===== config.mk =====
export PLATFORM = sky130hd
export DESIGN_NAME = imem_fetch_arbiter
export DESIGN_NICKNAME = d
export VERILOG_FILES = /design/src/rtl/imem_fetch_arbiter.sv
export SDC_FILE = /design/constraint.sdc
export NUM_CORES = 1
export LEC_CHECK = 0
export CORE_ASPECT_RATIO = 0.7
export CORE_MARGIN = 2
export CORE_UTILIZATION = 45
export DETAILED_ROUTE_END_ITERATION = 7
export GPL_TIMING_DRIVEN = 0
export PLACE_DENSITY = 0.85
export SYNTH_ARGS = -nofsm -noshare
export SYNTH_HDL_FRONTEND = slang
export SYNTH_SLANG_ARGS = --single-unit
export TNS_END_PERCENT = 10

===== constraint.sdc =====
create_clock -name clk -period 3.8 [get_ports clk]
set_clock_uncertainty 0.1 [all_clocks]
set_input_delay 0.76 -clock clk [delete_from_list [all_inputs] [get_ports clk]]
set_output_delay 0.76 -clock clk [all_outputs]
set_load 0.03 [all_outputs]

===== src/rtl/imem_fetch_arbiter.sv =====
`timescale 1ns/1ps
`default_nettype none
// ============================================================================
//  Module      : imem_fetch_arbiter
//  Description : Shares the single byte-wide instruction-memory port between
//                the IF-stage word fetch (4 sequential byte reads assembled
//                big-endian) and the loader/debug byte-write port.
//                Optional macro IMEM_ARB_RR_EN selects round-robin arbitration
//                on simultaneous requests; otherwise the loader has fixed
//                priority.
//  Revision    : 1.0 - initial release
// ============================================================================
module imem_fetch_arbiter #(
    parameter int DEPTH = 1024,
    parameter int AW    = 10
) (
    input  logic          clk,
    input  logic          rst,
    // IF-stage fetch port
    input  logic          fetch_req,
    input  logic [31:0]   fetch_addr,
    input  logic          fetch_flush,
    output logic          fetch_busy,
    output logic          fetch_valid,
    output logic          fetch_err,
    output logic [31:0]   inst,
    // loader write port
    input  logic          ld_req,
    input  logic [AW-1:0] ld_addr,
    input  logic [7:0]    ld_wdata,
    output logic          ld_ack,
    // byte memory port
    output logic [AW-1:0] mem_addr,
    output logic          mem_we,
    output logic [7:0]    mem_wdata,
    input  logic [7:0]    mem_rdata
);

    localparam logic [2:0] c_st_idle = 3'd0;
    localparam logic [2:0] c_st_wr   = 3'd1;
    localparam logic [2:0] c_st_rd   = 3'd2;
    localparam logic [2:0] c_st_last = 3'd3;
    localparam logic [2:0] c_st_err  = 3'd4;

    // Highest word-aligned address whose last byte still lies inside memory.
    localparam logic [31:0] c_max_addr = 32'(DEPTH - 4);

    logic [2:0]    r_state;
    logic [1:0]    r_cnt;
    logic [AW-1:0] r_base;
    logic [23:0]   r_buf;     // bytes 0..2 of the word being assembled

    logic          w_idle;
    logic          w_pulse;
    logic          w_fetch_cand;
    logic          w_addr_bad;
    logic          w_ld_gnt;
    logic          w_fetch_gnt;

    assign w_idle       = (r_state == c_st_idle);
    // Requesters still hold their request during the completion pulse, so no
    // new grant is allowed in that cycle.
    assign w_pulse      = fetch_valid | ld_ack;
    assign w_fetch_cand = fetch_req & ~fetch_flush;
    assign w_addr_bad   = (fetch_addr[1:0] != 2'b00) || (fetch_addr > c_max_addr);
    assign fetch_busy   = (r_state == c_st_rd) || (r_state == c_st_last);

`ifdef IMEM_ARB_RR_EN
    logic r_last_gnt;   // 1: loader was served last, 0: fetch was served last

    assign w_ld_gnt    = w_idle & ~w_pulse & ld_req & (~w_fetch_cand | ~r_last_gnt);
    assign w_fetch_gnt = w_idle & ~w_pulse & w_fetch_cand & (~ld_req | r_last_gnt);

    // Remember which requester won the most recent grant.
    always_ff @(posedge clk) begin
        if (rst) begin
            r_last_gnt <= 1'b0;
        end else if (w_ld_gnt) begin
            r_last_gnt <= 1'b1;
        end else if (w_fetch_gnt) begin
            r_last_gnt <= 1'b0;
        end
    end
`else
    assign w_ld_gnt    = w_idle & ~w_pulse & ld_req;
    assign w_fetch_gnt = w_idle & ~w_pulse & w_fetch_cand & ~ld_req;
`endif

    // Arbitration, burst sequencing and registered memory/requester outputs.
    always_ff @(posedge clk) begin
        if (rst) begin
            r_state     <= c_st_idle;
            r_cnt       <= 2'd0;
            r_base      <= '0;
            r_buf       <= '0;
            fetch_valid <= 1'b0;
            fetch_err   <= 1'b0;
            inst        <= 32'h0;
            ld_ack      <= 1'b0;
            mem_addr    <= '0;
            mem_we      <= 1'b0;
            mem_wdata   <= 8'h0;
        end else begin
            fetch_valid <= 1'b0;
            ld_ack      <= 1'b0;
            case (r_state)
                c_st_idle: begin
                    if (w_ld_gnt) begin
                        mem_addr  <= ld_addr;
                        mem_wdata <= ld_wdata;
                        mem_we    <= 1'b1;
                        r_state   <= c_st_wr;
                    end else if (w_fetch_gnt) begin
                        if (w_addr_bad) begin
                            r_state <= c_st_err;
                        end else begin
                            r_base   <= fetch_addr[AW-1:0];
                            mem_addr <= fetch_addr[AW-1:0];
                            r_cnt    <= 2'd0;
                            r_state  <= c_st_rd;
                        end
                    end
                end
                c_st_wr: begin
                    mem_we  <= 1'b0;
                    ld_ack  <= 1'b1;
                    r_state <= c_st_idle;
                end
                c_st_rd: begin
                    if (fetch_flush) begin
                        r_cnt   <= 2'd0;
                        r_state <= c_st_idle;
                    end else begin
                        // Read data lags the address by one cycle, so the
                        // first capture happens once cnt has advanced.
                        if (r_cnt != 2'd0) begin
                            r_buf <= {r_buf[15:0], mem_rdata};
                        end
                        if (r_cnt == 2'd3) begin
                            // Address base+3 is already presented; hold it.
                            r_state <= c_st_last;
                        end else begin
                            mem_addr <= r_base + AW'(r_cnt) + AW'(1);
                        end
                        r_cnt <= r_cnt + 2'd1;
                    end
                end
                c_st_last: begin
                    if (fetch_flush) begin
                        r_state <= c_st_idle;
                    end else begin
                        inst        <= {r_buf, mem_rdata};
                        fetch_valid <= 1'b1;
                        fetch_err   <= 1'b0;
                        r_state     <= c_st_idle;
                    end
                end
                c_st_err: begin
                    inst        <= 32'h0;
                    fetch_valid <= 1'b1;
                    fetch_err   <= 1'b1;
                    r_state     <= c_st_idle;
                end
                default: begin
                    r_state <= c_st_idle;
                end
            endcase
        end
    end

endmodule
`default_nettype wire


==> metrics.txt <==
status completed; Global Route Usage Sum 24.8%; FF-to-FF setup slack 1.45 ns; Initial Util 46.3%; cts hold-fix bufs 0; wirelength, routed 11.6 mm; adder-cell area share of the yosys netlist 1.79%; number of synthesized flops with an enable pin 0; Worst-Margin Slew 0.593 ns; FFs w/ async S/R, synth 0%; Reg-to-Reg Start r_state[0]$_SDFFE_PP0P_; crit-path cells clkdlybuf4s50_1, nor2b_1, and2_1, buf_2, mux2_2, o21ai_0, mux2i_1; CP required 3.91 ns; synth top area cells dfxtp_1 (48%), nand2_1 (10%), a21oi_1 (7.9%); Post-Syn Instances 465; vias in the first global route 3,570; Placed Instances 700; CTS resizes 0; total power 2160 uW; critical path launch point type input port; RSZ-0062 raised after global routing no; Synth Area in XOR/XNOR 1.79%; count of different cell masters after synthesis 45; Final Cycle Share 73.2%; critical path's top delay family buffers and inverters; compound-cell area share of the yosys netlist 15.9%; vias 3,800; largest net degree at the start of global routing 16; Synth Flop Type dfxtp_1; Row Count 28; Final Setup Violations 0; first-pass GRT wire length 17.8 mm; register area share after synthesis 47.7%; Critical Path Sink mem_addr[4]$_SDFFE_PP0P_; maximum VDD drop 0.368 mV; DR WL/cell 16.2 um; Crit-path slowest cell clkdlybuf4s50_1; Worst Path Buf+Inv 2; Clock Tree Buf Depth 2; antenna-violating nets left 0; Root Driver clkbuf_16; # diodes 0; Post-DP HPWL 8.98 mm; TritonCTS Sinks 93; fraction of synthesized area in multiplexers 4.97%; critical path peak fanout 8; reg2reg end mem_addr[4]$_SDFFE_PP0P_; Initial DRC Count 256; DR pass1 iterations 5; leakage power 0.00193 uW; Worst Setup SP ld_req; Syn Nets 533; CTS tree yes; die outline area 0.00945 sq mm; antenna violations before repair 0; Final Hold Vio Count 0; CP Depth 7; DRC 0; Vias/cell 5.31; grt total ovfl 0; CP Data Arrival Time 2.89 ns; Tmin final 2.78 ns; Synth top area share 47.7%; top-count cell post-synth nand2_1; port bufs 115; Clock transition at path regs 0.06 ns; flops & latches, synth 93; Crit. End Element flip-flop; final setup TNS 0 ns; Max Freq 359 MHz; Layout area overhead 41.0%; CP max stage delay 0.51 ns; Max H-tree Level 3; Placer Congestion 0.908; Power Dens Cells 391 mW/mm^2; Final Non-Filler Cells 716; classification of the worst setup path in -> reg; synthesized area 0.00390 sq mm; Num CTS Buffers 9; clock network latency to the later pin of the worst-skew pair 0.34 ns; max-slew violations 0; Synth Warn # 0; fraction of layout cells with a size suffix above 1 5.70%; CORE AREA 0.00844 sq mm; Final nets 659; Die Span Y 81.9 um; num ports 118; Die X 115 um; FF-to-FF path depth 8; Tightest Hold Check Type reg -> reg; Post-Synth Simple-Gate Area 23.3%; Worst slew margin 60.5%; largest family of logic cells by synthesized area simple AND/OR/NAND/NOR gates; Mean Syn Cell Area 8.40 sq um; synth cell count leaders nand2_1 (108), dfxtp_1 (93), a21oi_1 (62); max-cap violation count 0; # Post-CTS Setup Buffers 0; hold_ws 0.360 ns; largest area contributor in the netlist dfxtp_1
==> cell type report <==
cell class,count,area (sq um)
buffer,34,155
tap,120,150
fill,690,2940
timing repair buffer,115,1150
inverter,7,26.3
multi-input combinational,331,1860
clock inverter,5,57.6
sequential,93,1860
clock buffer,11,243
==> layer usage <==
metal	global-route usage (%)	wire length, um	up-vias
met1	35.9	5530	1790
met5	0	0	-
met3	6.13	860	13
li1	-	-	1841
met4	6.27	131	0
met2	37.0	5080	156
==> placed cells by master, fill, tap and decap left out, types with 9 or more instances in the layout <==
master,count
clkbuf_1,24
a22oi_1,14
nand2_1,108
nand2b_1,13
mux2i_1,16
clkbuf_16,9
nor2_1,35
a21oi_1,62
dfxtp_1,93
clkdlybuf4s50_1,115
==> registers in the layout, indices dropped and copies added (netlist names) <==
| name | cells |
|---|---|
| mem_addr | 10 |
| r_base | 10 |
| ld_ack | 1 |
| r_state | 3 |
| mem_wdata | 8 |
| mem_we | 1 |
| inst | 32 |
| r_cnt | 2 |
| r_buf | 24 |
| fetch_err | 1 |
| fetch_valid | 1 |
==> cells by family (layout without fill, tap and decap cells) <==
group | count (synthesis) | count (layout)
mux | 19 | 19
compound gates | 102 | 102
xor+xnor | 8 | 8
simple gates | 197 | 197
flops | 93 | 93
fa+ha+maj | 5 | 5
buf+inv | 41 | 172
==> worst register-to-register path, delay by kind of cell, from the launching register on <==
family,cells,cell delay (ns)
buffers and inverters,3,0.57
multiplexers,2,0.48
AND/OR/NAND/NOR,2,0.42
AO/OA/AOI/OAI,1,0.35
flip-flops,1,0.30
==> power by group <==
part | switching, uW | total, uW | leakage, uW | internal (uW)
clock network | 376 | 906 | 0.000150 | 529
logic | 125 | 248 | 0.00102 | 124
registers | 9.33 | 1000 | 0.000752 | 992
==> worst min path at each step <==
stage / start / endpoint / slack, ns / depth (start not counted)
2_1_floorplan: r_base[0]$_SDFFE_PP0P_ / r_base[0]$_SDFFE_PP0P_ / 0.33 / 2
3_3_place_gp: r_base[0]$_SDFFE_PP0P_ / r_base[0]$_SDFFE_PP0P_ / 0.34 / 2
3_5_place_dp: r_base[0]$_SDFFE_PP0P_ / r_base[0]$_SDFFE_PP0P_ / 0.35 / 2
4_1_cts: r_base[0]$_SDFFE_PP0P_ / r_base[0]$_SDFFE_PP0P_ / 0.36 / 2
5_1_grt: r_base[0]$_SDFFE_PP0P_ / r_base[0]$_SDFFE_PP0P_ / 0.37 / 2
6_report: mem_wdata[0]$_SDFFE_PP0P_ / mem_wdata[0]$_SDFFE_PP0P_ / 0.36 / 2
==> per-stage QoR <==
stage	cell area, sq um	worst slack, ns	util [%]
after CTS	5510	1.09	65.2
after floorplan	3910	1.51	-
after global routing	5510	0.917	65.2
after detailed placement	5210	0.734	61.7
after global placement	5210	0.760	61.7
final	5510	1.02	65.2
Power figures use the tool's default switching activity.
